### config.mk
export PLATFORM = sky130hd
export DESIGN_NAME = unified_mem_ctrl
export DESIGN_NICKNAME = d
export VERILOG_FILES = /design/src/rtl/unified_mem_ctrl.sv
export SDC_FILE = /design/constraint.sdc
export NUM_CORES = 1
export LEC_CHECK = 0
export CAP_MARGIN = 10
export CORE_MARGIN = 2
export CORE_UTILIZATION = 46
export CTS_BUF_LIST = sky130_fd_sc_hd__clkbuf_2
export CTS_CLUSTER_DIAMETER = 40
export CTS_CLUSTER_SIZE = 14
export DETAILED_ROUTE_END_ITERATION = 8
export PLACE_DENSITY = 0.74
export RECOVER_POWER = 100
export SLEW_MARGIN = 10
export SYNTH_ARGS = -nofsm -noshare
export SYNTH_HDL_FRONTEND = slang
export SYNTH_SLANG_ARGS = --single-unit
### constraint.sdc
create_clock -name clk -period 3.15 [get_ports clk]
set_input_delay 0.4725 -clock clk [delete_from_list [all_inputs] [get_ports clk]]
set_output_delay 0.4725 -clock clk [all_outputs]
set_load 0.05 [all_outputs]
### src/rtl/unified_mem_ctrl.sv
// rtl/unified_mem_ctrl.sv - byte-serialising arbiter for a shared unified memory
//
// Serialises one fetch or load/store request at a time into 1-4 little-endian
// byte cycles on a single-ported byte-wide memory. Read bytes are assembled
// into a word and returned with a one-cycle ready pulse.
//
// Ports:
//   clk, rst                  clock (rising edge), asynchronous active-low reset
//   if_req, if_addr           fetch request, held with stable address until if_ready
//   if_ready, if_rdata        fetch completion pulse and fetched word
//   d_req, d_we, d_size,      data request: store/load, size (00 b, 01 h, 1x w),
//   d_addr, d_wdata           byte address and store data (low byte first)
//   d_ready, d_rdata          data completion pulse and zero-extended load data
//   m_addr, m_we, m_wdata     byte address, write enable and write byte to the array
//   m_rdata                   combinational read byte at m_addr
//   busy                      high whenever the sequencer is not idle

module unified_mem_ctrl #(
  parameter int ADDR_W = 10
) (
  input  logic              clk,
  input  logic              rst,
  input  logic              if_req,
  input  logic [ADDR_W-1:0] if_addr,
  output logic              if_ready,
  output logic [31:0]       if_rdata,
  input  logic              d_req,
  input  logic              d_we,
  input  logic [1:0]        d_size,
  input  logic [ADDR_W-1:0] d_addr,
  input  logic [31:0]       d_wdata,
  output logic              d_ready,
  output logic [31:0]       d_rdata,
  output logic [ADDR_W-1:0] m_addr,
  output logic              m_we,
  output logic [7:0]        m_wdata,
  input  logic [7:0]        m_rdata,
  output logic              busy
);

  typedef enum logic [1:0] {IDLE, XFER, RESP} state_t;

  state_t      state;
  logic        last_grant_d;  // 1 = data port was granted last
  logic        gnt_d;         // current transfer belongs to the data port
  logic        we_r;
  logic [31:0] wdata_r;
  logic [31:0] result;
  logic [1:0]  cnt;
  logic [1:0]  last_cnt;      // n-1, index of the final byte

  logic        pick_d;
  logic [1:0]  d_last_cnt;
  logic [1:0]  next_cnt;
  logic [31:0] result_nxt;
  logic [7:0]  wbyte_nxt;

  // Data wins a tie unless it was the previous grantee, so the ports alternate.
  always_comb begin
    pick_d     = d_req && (!if_req || !last_grant_d);
    d_last_cnt = (d_size == 2'b00) ? 2'd0 :
                 (d_size == 2'b01) ? 2'd1 : 2'd3;
    next_cnt   = cnt + 2'd1;
    wbyte_nxt  = wdata_r[8*next_cnt +: 8];
    result_nxt = result;
    // The final byte is merged here so it can be returned on the same edge.
    if (!we_r) begin
      result_nxt[8*cnt +: 8] = m_rdata;
    end
  end

  // m_addr/m_we/m_wdata are registered and always describe the byte being
  // transferred in the current XFER cycle.
  always_ff @(posedge clk or negedge rst) begin
    if (!rst) begin
      state        <= IDLE;
      last_grant_d <= 1'b0;
      gnt_d        <= 1'b0;
      we_r         <= 1'b0;
      wdata_r      <= '0;
      result       <= '0;
      cnt          <= '0;
      last_cnt     <= '0;
      if_ready     <= 1'b0;
      d_ready      <= 1'b0;
      if_rdata     <= '0;
      d_rdata      <= '0;
      m_addr       <= '0;
      m_we         <= 1'b0;
      m_wdata      <= '0;
      busy         <= 1'b0;
    end else begin
      if_ready <= 1'b0;
      d_ready  <= 1'b0;
      case (state)
        IDLE: begin
          if (if_req || d_req) begin
            gnt_d    <= pick_d;
            we_r     <= pick_d && d_we;
            wdata_r  <= pick_d ? d_wdata : 32'h0;
            last_cnt <= pick_d ? d_last_cnt : 2'd3;
            cnt      <= 2'd0;
            result   <= '0;
            m_addr   <= pick_d ? d_addr : if_addr;
            m_we     <= pick_d && d_we;
            m_wdata  <= pick_d ? d_wdata[7:0] : 8'h00;
            busy     <= 1'b1;
            state    <= XFER;
          end
        end
        XFER: begin
          result <= result_nxt;
          if (cnt == last_cnt) begin
            m_we <= 1'b0;
            if (gnt_d) begin
              d_rdata <= result_nxt;
              d_ready <= 1'b1;
            end else begin
              if_rdata <= result_nxt;
              if_ready <= 1'b1;
            end
            state <= RESP;
          end else begin
            cnt     <= next_cnt;
            m_addr  <= m_addr + 1'b1;  // wraps at the top of memory
            m_wdata <= wbyte_nxt;
          end
        end
        RESP: begin
          last_grant_d <= gnt_d;
          busy         <= 1'b0;
          state        <= IDLE;
        end
        default: state <= IDLE;
      endcase
    end
  end

endmodule
; Word level (Yosys, flattened, before mapping)
; Index checks and enable logic that the tools add are counted.
[totals]
mem_bits_rw = 0
romBits = 0
latchBits = 0
reg_bits = 159
n_memories = 0
[op_classes]
n_reduce_logical = 18
n_mux = 33
n_addsub = 3
multipliers = 0
magnitude_cmp = 0
div_mod_pow = 0
shifts = 3
bitwise = 1
n_eq_ne = 7
[op_table]
columns = op, count
row1 = 32-bit 2-to-1 mux, 3
row2 = 32-bit one-hot mux with 2 select lines, 1
row3 = 5-bit negation with 34-bit output, 1
row4 = 8-bit by 34-bit variable shift with 32-bit output (first input constant), 1
row5 = 8-bit by 34-bit variable part select with 32-bit output, 1
row6 = 32-bit bitwise mux, 1
row7 = 32-bit by 6-bit variable part select with 8-bit output, 1
row8 = 10-bit 2-to-1 mux, 3
row9 = 8-bit 2-to-1 mux, 3
row10 = 10-bit one-hot mux with 2 select lines, 1
row11 = 8-bit one-hot mux with 2 select lines, 1
row12 = 2-bit 2-to-1 mux, 7
row13 = 3-bit AND reduction, 4
row14 = 10-bit by 1-bit adder with 10-bit output (second input constant), 1
row15 = 1-bit 2-to-1 mux, 9
row16 = 2-bit one-hot mux with 2 select lines, 2
row17 = 2-bit AND reduction, 4
row18 = 2-bit inequality test (second input constant), 3
row19 = 2-bit by 1-bit equality test with 1-bit output (second input constant), 2
row20 = 2-bit logical NOT, 2
row21 = 1-bit one-hot mux with 2 select lines, 2
row22 = 2-bit nonzero test, 2
row23 = 2-bit by 1-bit adder with 2-bit output (second input constant), 1
row24 = 2-bit equality test, 1
row25 = other kinds (5), 8

; Logic depth before layout (Yosys ltp)
[depth]
word_depth = 6
depth_mapped = 9

; Least setup slack after synthesis
; No wires, ideal clock.
[synth_timing]
kind = reg2reg
start = register cnt[0]
end = register result[1]
period_less_slack_ps = 2283
path_buffers = 3
arrival_ps = 2217
setup_time_ps = 66
setup_slack_ps = 867
path_stages_with_launch = 10
cell_sequence = dfrtp_1 > inv_1 > clkbuf_1 > ha_1 > nand2b_1 > buf_6 > nor3b_4 > and3_1 > buf_4 > a22o_1
[synth_between]
elab_chain_len = 5
word_cells_on_any_way = 6
cone_classes = add/sub (1) / shift (2) / mux (3)
[synth_rtl]
columns = item, line_no
row1 = from (decl), 49  ; logic [1:0] cnt;
row2 = from (signal assigned), 124  ; cnt <= next_cnt;
row3 = 5-bit negation with 34-bit output *, 68  ; result_nxt[8*cnt +: 8] = m_rdata;
row4 = 8-bit by 34-bit variable part select with 32-bit output or 8-bit by 34-bit variable shift with 32-bit output (tied branches), 68
row5 = 32-bit bitwise mux *, 68
row6 = 32-bit 2-to-1 mux *, 67  ; if (!we_r) begin
row7 = 32-bit one-hot mux with 2 select lines *, 95  ; case (state)
row8 = to (signal assigned), 112  ; result <= result_nxt;
row9 = to (decl), 48  ; logic [31:0] result;
; Mark *: on every way between the ends. The rest lies on a longest branch, timed or not.
; A chain may end at the register's enable or synchronous reset.

; Final worst setup path
[layout_timing]
start = register state[0]
end = register m_addr[7]
[layout_between]
elab_chain_len = 3
word_cells_on_any_way = 7
cone_classes = eq/ne (3) / mux (1) / reduce/logical (3)
[layout_rtl]
columns = item, line_no
row1 = from (decl), 43  ; state_t state;
row2 = from (signal assigned), 76  ; state <= IDLE;
row3 = from (signal assigned), 108  ; state <= XFER;
row4 = from (signal assigned), 122  ; state <= RESP;
row5 = 2-bit by 1-bit equality test with 1-bit output or 2-bit logical NOT (tied branches), 95
row6 = 2-bit inequality test (no line) or 2-bit nonzero test (tied branches), --
row7 = 3-bit AND reduction (no line), --
row8 = to (signal assigned), 104  ; m_addr <= pick_d ? d_addr : if_addr;
row9 = to (signal assigned), 125  ; m_addr <= m_addr + 1'b1;
row10 = to (decl), 34  ; output logic [ADDR_W-1:0] m_addr,
; Several ways; a longest one is shown, not always the timed one.

==> run summary <==
The width of the die is 127 um, and the mean post-synth cell area is 10.9 um2. The remaining antenna violation count is 0, and the fraction of met3 tracks used by global routing is 5.23%. TritonCTS built the clock tree.

Number of levels the H-tree was split into: 4. For the number of antenna violations at the first check in global routing, the log shows 1. The fraction of met2 tracks used by global routing is 35.2%, and the first-iteration detailed-routing DRC count is 449. The logs give 0 for the detailed-route DRC error count and 0.000595 V for the maximum resistive drop on vdd. The tools report the leakage power as 3.78 nW.

The congestion estimate from routability-driven global placement came to 0.879. The fraction of layout cells with a size suffix above 1 works out to 8.35%. Buffers added to address setup during post-CTS repair amount to 0.

The run gives 5 as the number of detailed-routing iterations run before antenna repair. Summed over its instances, the top area cell type makes up 57.5% of the synthesized netlist area. The routed design could run at a clock period as short as 2.79 ns. In the layout the commonest cells are sky130_fd_sc_hd__dfrtp_1 (159), sky130_fd_sc_hd__dlygate4sd3_1 (87), sky130_fd_sc_hd__a21oi_1 (79).

The final reports fail on capacitance limit, slew limit. For the worst setup path, the data required time is 3.79 ns. The run gives 0 as the aggregate global routing overflow. At the end of the flow, the number of nets in the layout was 838.

After synthesis the cells add up to 6920 um2. The average detailed-routed wire length per instance is 18.3 um. The number of clock buffers added by TritonCTS is 17. The first-pass GRT wire length came out at 28.9 mm. For this run, the leading register cell type out of synthesis is sky130_fd_sc_hd__dfrtp_1. The total area inside the core boundary comes to 14600 um2.

The routed layout has 5685 vias. The final setup violation count came out at 0. The library cell used most frequently in the layout, excluding fill and tap cells, is sky130_fd_sc_hd__dfrtp_1.

For the setup skew after layout, the log shows 0.0186 ns. The run gives 16000 um2 as the die area. Clock-pin slew was measured on the worst setup and hold paths at 0.20 ns. Type of element launching the critical path: a flip-flop.

In this run, distinct cell masters in the synthesized netlist total 51. The wire length reported by the detailed router came out at 17.6 mm. For this run, global-route usage on met1 was measured as 32.3%.

The floorplan row count is 44, and the latest clock arrival within the worst-skew pair is 0.73 ns. No sink is reached through more buffers than the 2 on the longest clock path. The ratio of routed vias to standard cells is 5.90, and the share of synthesized area occupied by flip-flops and latches is 57.5%. For the I/O pin total, the log shows 153. The flow ran to the end, but the final reports show violations. Once the floorplan was initialized, standard cells occupied 47.3% of the core. Most used routing layer: met2. The number of pins exceeding their max-slew limit in the final report was 121.

The final count of hold timing violations is 0, and the count of synthesis-stage warnings from yosys is 0. The area overhead of the layout relative to synthesis is 26.6%, and the clock sink count is 159. Cells fill 59.8% of the core in the end. The port buffer count works out to 152. The share of synthesized registers carrying an async set or reset was 100%; the detailed placer's ending HPWL was 12.3 mm.

The logs give 1 for the number of hold buffers added after CTS and 5540 for the via count of the first global-routing pass. STA classifies the critical path endpoint as a flip-flop. The die boundary height was 127 um; the post-synthesis register bit count was 159. The kind of critical path was flip-flop to flip-flop. The gate count of the mapped netlist is 635.

In this run the power density over the cells is 1240 nW/um2. The tree is rooted in a sky130_fd_sc_hd__clkbuf_2. The number of nets handed over by synthesis was 708.

The signal arrival time at the worst endpoint is 3.43 ns. The min-delay analysis places its worst path in the category input port to flip-flop. At the pin with the least slew margin, the transition time is 2.09 ns. Entering global routing, the biggest net connects 85 pins. Ranked by total cell area, the synthesized netlist is headed by sky130_fd_sc_hd__dfrtp_1 (57%), sky130_fd_sc_hd__a22o_1 (7.2%), sky130_fd_sc_hd__a21oi_1 (5.7%), sky130_fd_sc_hd__nor2_1 (4.2%), sky130_fd_sc_hd__a32oi_1 (3.9%). The count of flip-flops with a built-in enable after synthesis is 0. The tools report the number of max-cap violations as 2. The worst pin sits at a relative slew slack of -39.2%.

The biggest area contributor in the post-synthesis netlist is sky130_fd_sc_hd__dfrtp_1. Highest fanout seen on the critical path: 18. For the setup TNS after final layout, the log shows 0 ns. The final cycle utilization of the critical path is 88.6%, and the hold slack is 0.297 ns. Global routing used 22.7% of the available tracks across all layers. Setup repair after global routing left no endpoint under its margin.

Timing would allow up to 0.358 GHz. The number of gates resized after CTS was 0.
## worst max-delay path: stages, from the launching register on
cell,delay (ns)
sky130_fd_sc_hd__dfrtp_1,0.50
sky130_fd_sc_hd__nor2b_1,0.75
sky130_fd_sc_hd__clkbuf_1,0.72
sky130_fd_sc_hd__nor3_2,0.23
sky130_fd_sc_hd__a311o_1,0.37
sky130_fd_sc_hd__and3_1,0.14
## Yosys cell counts (5+ instances only)
cell type	n
sky130_fd_sc_hd__a31oi_1	8
sky130_fd_sc_hd__a21oi_1	79
sky130_fd_sc_hd__ha_1	6
sky130_fd_sc_hd__nand2b_1	5
sky130_fd_sc_hd__a32oi_1	31
sky130_fd_sc_hd__mux4_2	8
sky130_fd_sc_hd__o21ai_0	7
sky130_fd_sc_hd__inv_1	6
sky130_fd_sc_hd__buf_4	5
sky130_fd_sc_hd__a22o_1	57
sky130_fd_sc_hd__nor2_1	78
sky130_fd_sc_hd__clkbuf_1	22
sky130_fd_sc_hd__nand2_1	56
sky130_fd_sc_hd__and3_1	7
sky130_fd_sc_hd__buf_2	21
sky130_fd_sc_hd__dfrtp_1	159
sky130_fd_sc_hd__nand3_1	20
## final cells by class
type	instances	area, um2
multi-input combinational	416	2660
tap	184	230
clock inverter	11	141
antenna	1	2.50
timing repair buffer	165	1630
clock buffer	21	105
inverter	6	22.5
fill	1237	5880
sequential	159	3980
## kinds of logic after synthesis
family	Yosys count	share of synthesized area (%)
flops	159	57.5
fa+ha+maj	6	1.08
compound gates	205	20.9
xor+xnor	4	0.506
mux	10	2.91
buf+inv	60	4.12
simple gates	191	13.0
## report_power, final
group          total [W]  internal (W)  switching (W)
sequential       0.00353       0.00293       0.000594
combinational    0.00619       0.00202        0.00417
clock            0.00114      0.000450       0.000694
## path summary, 6_finish.rpt
path                       slack, ns  startpoint         end  depth (start not counted)
max                             0.36    state[0]   m_addr[7]                          5
min                             0.30  d_wdata[0]  wdata_r[0]                          3
max reg2reg                     0.36    state[0]   m_addr[7]                          5
min reg2reg                     0.51  wdata_r[1]  wdata_r[1]                          2
max in group asynchronous       0.96         rst  wdata_r[1]                          3
min in group asynchronous       0.87         rst     d_ready                          2
## state kept, by name, summed over array words and instances (netlist names), 2 cells and up
name / cells
cnt: 2
d_rdata: 32
if_rdata: 32
last_cnt: 2
m_addr: 10
m_wdata: 8
result: 32
state: 2
wdata_r: 32
## per-stage QoR
step	area, um2	std cells	total power, W	worst slack [ns]
2_1_floorplan	6920	635	0.00802	0.867
3_3_place_gp	8540	929	0.00987	0.664
3_5_place_dp	8540	929	0.0100	0.581
4_1_cts	8800	962	0.0112	0.480
5_1_grt	8760	963	0.0115	0.191
6_report	8760	963	0.0109	0.360
## layer usage
layer / part of all wire (%) / wire [um]
met1: 44 / 7800
met2: 47 / 8270
met3: 7.0 / 1240
met4: 1.5 / 270
met5: 0 / 0
No activity file was read; power rests on OpenSTA's default activity.
